`config.mk`:
```
export PLATFORM = sky130hd
export DESIGN_NAME = ts_sync_aligner
export DESIGN_NICKNAME = d
export VERILOG_FILES = /design/src/rtl/ts_sync_aligner.sv
export SDC_FILE = /design/constraint.sdc
export NUM_CORES = 1
export LEC_CHECK = 0
export BUFFER_PORTS_ARGS = -buffer_cell sky130_fd_sc_hd__buf_2
export CORE_MARGIN = 2
export CORE_UTILIZATION = 40
export CTS_CLUSTER_SIZE = 24
export DETAILED_ROUTE_END_ITERATION = 16
export PLACE_DENSITY = 0.69
export SETUP_SLACK_MARGIN = 0.4
export SYNTH_ARGS = -nofsm -noshare
export SYNTH_HDL_FRONTEND = slang
export SYNTH_SLANG_ARGS = --single-unit
```
`constraint.sdc`:
```
create_clock -name wclk -period 2.4 [get_ports wclk]
set_input_delay 0.24 -clock wclk [delete_from_list [all_inputs] [get_ports wclk]]
set_output_delay 0.24 -clock wclk [all_outputs]
set_load 0.01 [all_outputs]
```
`src/rtl/ts_sync_aligner.sv`:
```
// ts_sync_aligner: finds MPEG-2 TS packet boundaries from the 0x47 sync byte.
// It runs a HUNT -> VERIFY -> LOCKED flywheel and, while locked, writes the
// bytes of each admitted packet into a downstream async FIFO as
// {byte, valid, sync} words.
// Optional feature: define TS_ALIGN_DROP_CNT_EN to add the drop_cnt port and
// a saturating counter of suppressed or truncated packets.

module ts_sync_aligner #(
  parameter int unsigned PKT_LEN    = 188,
  parameter int unsigned LOCK_COUNT = 3,
  parameter int unsigned LOSS_COUNT = 3
) (
  input  logic        wclk,
  input  logic        rst,
  input  logic [7:0]  din,
  input  logic        din_valid,
  input  logic        fifo_full,
  output logic        w_en,
  output logic [9:0]  data_out,
  output logic        locked
`ifdef TS_ALIGN_DROP_CNT_EN
  ,
  output logic [15:0] drop_cnt
`endif
);

  localparam int unsigned     PosW     = (PKT_LEN > 1) ? $clog2(PKT_LEN) : 1;
  localparam logic [PosW-1:0] PosLast  = PosW'(PKT_LEN - 1);
  localparam logic [3:0]      LockCnt  = 4'(LOCK_COUNT);
  localparam logic [3:0]      LossCnt  = 4'(LOSS_COUNT);
  localparam logic [7:0]      SyncByte = 8'h47;

  typedef enum logic [1:0] {
    StHunt   = 2'd0,
    StVerify = 2'd1,
    StLocked = 2'd2
  } state_e;

  state_e          state_q, state_d;
  logic [PosW-1:0] pos_q, pos_d;
  logic [3:0]      good_q, good_d;
  logic [3:0]      miss_q, miss_d;
  logic            adm_q, adm_d;   // current packet admitted to the FIFO
  logic            w_en_q, w_en_d;
  logic [9:0]      data_q, data_d;

  logic [PosW-1:0] pos_inc;
  logic [3:0]      good_inc;
  logic [3:0]      miss_inc;
  logic            is_sync;
  logic            at_start;
  logic            start_pkt;      // byte at pos 0 opens a new packet in LOCKED
  logic            drop_evt;       // a packet got suppressed or truncated

  // Position arithmetic and sync detection shared by all states.
  always_comb begin
    pos_inc  = (pos_q == PosLast) ? '0 : pos_q + 1'b1;
    good_inc = good_q + 4'd1;
    miss_inc = miss_q + 4'd1;
    is_sync  = (din == SyncByte);
    at_start = (pos_q == '0);
  end

  // Next-state logic: sync tracking, packet admission and FIFO word build.
  always_comb begin
    state_d   = state_q;
    pos_d     = pos_q;
    good_d    = good_q;
    miss_d    = miss_q;
    adm_d     = adm_q;
    w_en_d    = 1'b0;
    data_d    = data_q;
    start_pkt = 1'b0;
    drop_evt  = 1'b0;

    if (din_valid) begin
      unique case (state_q)
        StHunt: begin
          if (is_sync) begin
            pos_d  = pos_inc;
            good_d = 4'd1;
            if (LockCnt == 4'd1) begin
              // A single sync is enough: this byte already starts a packet.
              state_d   = StLocked;
              miss_d    = '0;
              start_pkt = 1'b1;
            end else begin
              state_d = StVerify;
            end
          end
        end

        StVerify: begin
          pos_d = pos_inc;
          if (at_start) begin
            if (is_sync) begin
              good_d = good_inc;
              if (good_inc == LockCnt) begin
                state_d   = StLocked;
                miss_d    = '0;
                start_pkt = 1'b1;
              end
            end else begin
              state_d = StHunt;
              pos_d   = '0;
              good_d  = '0;
            end
          end
        end

        StLocked: begin
          pos_d = pos_inc;
          if (at_start) begin
            if (is_sync) begin
              miss_d    = '0;
              start_pkt = 1'b1;
            end else if (miss_inc == LossCnt) begin
              // Lock lost: this byte and the rest of its packet are discarded.
              state_d = StHunt;
              pos_d   = '0;
              good_d  = '0;
              miss_d  = '0;
              adm_d   = 1'b0;
            end else begin
              // Flywheel: keep packet timing, emit the bad header with sync=0.
              miss_d    = miss_inc;
              start_pkt = 1'b1;
            end
          end else if (adm_q) begin
            if (fifo_full) begin
              adm_d    = 1'b0;
              drop_evt = 1'b1;
            end else begin
              w_en_d = 1'b1;
              data_d = {din, 1'b1, 1'b0};
            end
          end
        end

        default: begin
          state_d = StHunt;
          pos_d   = '0;
          good_d  = '0;
          miss_d  = '0;
          adm_d   = 1'b0;
        end
      endcase

      // Admission is decided once, on the packet-start byte.
      if (start_pkt) begin
        if (fifo_full) begin
          adm_d    = 1'b0;
          drop_evt = 1'b1;
        end else begin
          adm_d  = 1'b1;
          w_en_d = 1'b1;
          data_d = {din, 1'b1, is_sync};
        end
      end
    end
  end

  // State and output registers; one cycle from din to data_out/w_en.
  always_ff @(posedge wclk or posedge rst) begin
    if (rst) begin
      state_q <= StHunt;
      pos_q   <= '0;
      good_q  <= '0;
      miss_q  <= '0;
      adm_q   <= 1'b0;
      w_en_q  <= 1'b0;
      data_q  <= '0;
    end else begin
      state_q <= state_d;
      pos_q   <= pos_d;
      good_q  <= good_d;
      miss_q  <= miss_d;
      adm_q   <= adm_d;
      w_en_q  <= w_en_d;
      data_q  <= data_d;
    end
  end

  assign w_en     = w_en_q;
  assign data_out = data_q;
  assign locked   = (state_q == StLocked);

`ifdef TS_ALIGN_DROP_CNT_EN
  logic [15:0] drop_q;

  // Saturating count of packets lost to FIFO back-pressure while locked.
  always_ff @(posedge wclk or posedge rst) begin
    if (rst) begin
      drop_q <= '0;
    end else if (drop_evt && (drop_q != 16'hFFFF)) begin
      drop_q <= drop_q + 16'd1;
    end
  end

  assign drop_cnt = drop_q;
`else
  logic unused_drop_evt;
  assign unused_drop_evt = drop_evt;
`endif

endmodule

```
### Word level (Yosys, flattened, before mapping)

Cells that the tools add are included.

* register bits: 30
* output and inout port bits: 12
* bits of input ports: 12
* word-level logic and storage cells: 92

* bitwise logic cells: 1
* reduce and logical (&&, ||, !) cells: 8
* mux-type cells: 56
* $add $sub $neg: 3
* eq/ne operators: 17

Operators with widths (number)
* two-way mux 10 bit: 6
* two-way mux 8 bit: 7
* two-way mux 4 bit: 12
* case mux 4 bit (3 select lines): 2
* case mux 8 bit (3 select lines): 1
* two-way mux 1 bit: 18
* two-way mux 2 bit: 7
* AND reduction 6 bit: 2
* != test 2 bit, second input constant: 5
* adder 4 x 1 -> 4 bit, second input constant: 2
* adder 8 x 1 -> 8 bit, second input constant: 1
* equality test 4 x 2 -> 1 bit, second input constant: 2
* equality test 8 x 7 -> 1 bit, second input constant: 1
* equality test 8 bit, second input constant: 1
* zero test 8 bit: 1
* AND reduction 7 bit: 1
* != test 2 x 1 -> 1 bit, second input constant: 3
* case mux 2 bit (3 select lines): 1
* != test 4 x 2 -> 1 bit, second input constant: 1
* != test 4 x 3 -> 1 bit, second input constant: 1
* case mux 1 bit (2 select lines): 2
* AND reduction 4 bit: 1
* != test 3 bit, second input constant: 1
* equality test 2 x 1 -> 1 bit, second input constant: 1
* other kinds (5): 5

### Longest topological paths before layout

* word-level depth: 9
* gate-level depth with buffers: 10
* gate-level depth less buffers: 8

### Least setup slack after synthesis

Ideal clock, no wire load.

* path kind: flip-flop to flip-flop
* start: reg pos_q[4]
* end: reg data_q[2], in the netlist data_out[2]
* setup slack: 0.116 ns
* arrival time: 2.159 ns
* clock period less this slack: 2.284 ns
* buffers on the path: 1
* library setup time: 0.125 ns
* stages on the path, launching flop included: 7
* data required time: 2.275 ns
* cell sequence: dfrtp_1 or4_4 or3_4 and3_1 o21ai_2 buf_6 mux2_4

* cells in the longest elaborated chain, start to end: 5
* elaborated cells on any way between the ends: 9
* classes of those cells: mux: 8; reduce/logical: 1

RTL lines
* start: declaration: RTL line 40 `logic [PosW-1:0] pos_q, pos_d;`
* start signal: assignment: RTL line 175 `pos_q <= pos_d;`
* zero test 8 bit *: RTL line 61 `at_start = (pos_q == '0);`
* two-way mux 1 bit (tied with other cells): RTL line 113 `if (at_start) begin`
* case mux 1 bit (2 select lines) or two-way mux 10 bit (tied branches): RTL line 77 `unique case (state_q)`
* two-way mux 1 bit or two-way mux 10 bit (tied branches): RTL line 76, 151
* two-way mux 10 bit *: RTL line 150 `if (start_pkt) begin`
* end signal: assignment: RTL line 180 `data_q <= data_d;`
* end: declaration: RTL line 45 `logic [9:0] data_q, data_d;`

Mark *: on every way between the ends. The rest lies on a longest branch, timed or not. The select of a mux whose other input is x is not followed.
A chain may end at the register's enable or synchronous reset.

### Worst setup path after layout

* start: reg pos_q[7]
* end: reg data_q[3], in the netlist data_out[3]

Same word-level chain as after synthesis.

==> reports/metrics.cfg <==
[detailed_routing]
wl_mm=4.18
drc=0
num_vias=1492
drtIter0Drc=66
ant_nets=0
via_per_inst=5.41
post_drt_wl_per_cell_microns=15.2
firstDrtPassIters=5

[placement]
finalWeightedCongestion=0.880
place_ws_ps=113
placed_cells=259
dp_hpwl_mm=2.79
dpl-instance-area_sq_um=2100
numPortBuffers=23

[critical_path]
cp.required_ps=2570
cp.arrival_ps=2400
critPathLaunchType=flop
crit_path_end_kind=flop
worstPathMaxFanout=11
critPathKind=flop to flop

[synthesis]
synth-simple-area-share_pct=19.0
synth_nets=199
synth_seq_cells=30
synth_xor_area_share_pct=0
yosysSeqAreaShare_pct=41.4
syn_area_sq_um=1810
yosys.area_share.adder_pct=6.90
synth_cells=177
synth_top_family_by_area=compound AO/OA/AOI/OAI gates
synth_ff_type=dfrtp_1
synth_warnings=0
synth_compound_area_share_pct=19.6
synth_cell_types=52
synth-edff-count=0
synthArstFlopShare_pct=100
syn_avg_cell_area_sq_um=10.2
synth.area.mux_share_pct=9.93

[timing]
fin_crit_sh_pct=92.7
finalWorstSetupSlack_ps=175
finalSetupViolCount=0
tns_ps=0
fin_hold_ws_ps=21.5
slew_violations=0
timing.fmax_ghz=0.449
skew_ps=4.40
min_period_ps=2230
relSlewSlack_pct=73.3
worst_pin_slew_ps=400
hold_viol=0
rsz0062_at_grt=yes

[cells_and_area]
area_growth_pct=30.3
n_antenna_cell=0
final_area_sq_um=2360
final_common_cell=dfrtp_1
drive_above_1_share_pct=39.7
final_cells=276
final_cell_mix=dfrtp_1 (29), buf_2 (23), buf_4 (18)
final_nets=245

[pwr]
pwr-share-clk_pct=35.9
p_seq_share_pct=49.3
p_leak_uw=0.00115
swShare_pct=27.2
switchingPower_uw=319
intPower_uw=856
combPwrFrac_pct=14.8
ir_drop_mv=0.299
cellPowerDensity_nw_per_um2=497

[grt]
grt_remaining_overflow=0
grt_pass1_vias=1481
grt_max_degree=31
grt_pass1_wl_mm=6.77
grt_antenna_before_repair=0
gr-usage-all-layers_pct=16.9

[die]
die_w_microns=71.3
rows=24
ios=24
core_sq_um=4350
dieArea_sq_um=5090
die_y_microns=71.3
initial_core_util_pct=41.7

[clock_tree]
clk_pin_slew_ps=60
clkLatencyLatePin_ps=290
cts_tree=yes
cts_root_buf=clkbuf_8
htreeDepth=2
clk_path_buf_depth=2
holdBufCountCts=0
clkSinkCount=30
numCtsBuffers=5

[run_status]
status=finished, final reports clean

[flow_run]
cap_violations=0

[min_path]
hold_class=input pin to asynchronous set/reset pin

cell families (layout without fill, tap and decap cells):
| logic type | count (synthesis) | count (layout) |
|---|---|---|
| AOI/OAI and AO/OA | 50 | 50 |
| DFF | 30 | 30 |
| muxes | 14 | 14 |
| buffers and inverters | 13 | 60 |
| adders and majority gates | 10 | 10 |
| and+or+nand+nor | 60 | 60 |
layout make-up:
type | instances | area [sq um]
multi-input cells | 134 | 1140
flip-flops and latches | 30 | 752
inverters | 9 | 33.8
clock inverters | 1 | 5.00
repair buffers | 43 | 282
well taps | 52 | 65.1
clock buffers | 7 | 86.3
fillers | 398 | 1990
path summary, 6_finish.rpt:
kind	from	slack, ps	to	cells past startpoint
worst max-delay path	pos_q[7]$_DFFE_PP0P_	170	data_out[3]$_DFFE_PP0P_	6
worst min-delay path	rst	20	data_out[8]$_DFFE_PP0P_	3
worst max register to register	pos_q[7]$_DFFE_PP0P_	170	data_out[3]$_DFFE_PP0P_	6
worst min register to register	data_out[1]$_DFFE_PP0P_	490	data_out[1]$_DFFE_PP0P_	1
max in group asynchronous	rst	2070	good_q[0]$_DFFE_PP0P_	3
min in group wclk	din[2]	200	data_out[4]$_DFFE_PP0P_	2
repair_timing:
action                                  CTS  global route
setup buffers                             5             4
endpoints found under the setup margin   23            25
gates resized for setup                  10            14
pin swaps                                 0             1
sequential cells by signal, summed over array words and instances (netlist names):
name      flops
state_q       2
good_q        4
data_out     10
miss_q        4
w_en          1
pos_q         8
adm_q         1
stage by stage:
step / util [%] / power (uW)
6_report: 54.3 / 1180
5_1_grt: 54.3 / 1250
4_1_cts: 52.3 / 1190
3_5_place_dp: 48.2 / 756
3_3_place_gp: 48.2 / 753
2_1_floorplan: - / 691
cell usage after synthesis, types with 2 or more instances:
master	count	share of area, %
nand2_1	13	2.7
ha_1	10	6.9
mux2_4	7	5.8
a21boi_0	2	0.83
or3_1	2	0.69
inv_1	9	1.9
mux2i_1	3	1.7
o22ai_1	2	0.69
o21ai_0	15	4.1
a31o_2	2	0.97
clkbuf_1	2	0.41
mux2_2	4	2.5
a31oi_1	2	0.69
nor2_1	7	1.4
a21oi_1	7	1.9
nor4b_1	2	0.97
dfrtp_1	30	41
nor2b_1	3	1.0
a22o_1	4	1.9
and3_1	6	2.1
nand2b_1	4	1.4
nor3_1	7	1.9
nand3_1	5	1.4
power by group through the flow:
| stage | registers [uW] | clock network [uW] | logic, uW |
|---|---|---|---|
| 6_report | 579 | 422 | 174 |
| 3_3_place_gp | 588 | 0 | 166 |
| 5_1_grt | 585 | 465 | 197 |
| 2_1_floorplan | 577 | 0 | 114 |
| 4_1_cts | 578 | 436 | 175 |
| 3_5_place_dp | 587 | 0 | 169 |
critical path: stages, from the launching register on:
cell and delay, ps:
dfrtp_1 380, or4_4 570, or3_4 360, and3_4 160
o21ai_2 150, buf_12 160, mux2_2 330
layer usage:
layer,vias to the layer above,track usage (%),wire (microns)
met4,0,6.29,70
li1,746,-,-
met3,5,3.94,92
met5,-,0,0
met1,726,22.4,1950
met2,15,27.0,2070
(Power assumes the default switching activity.)
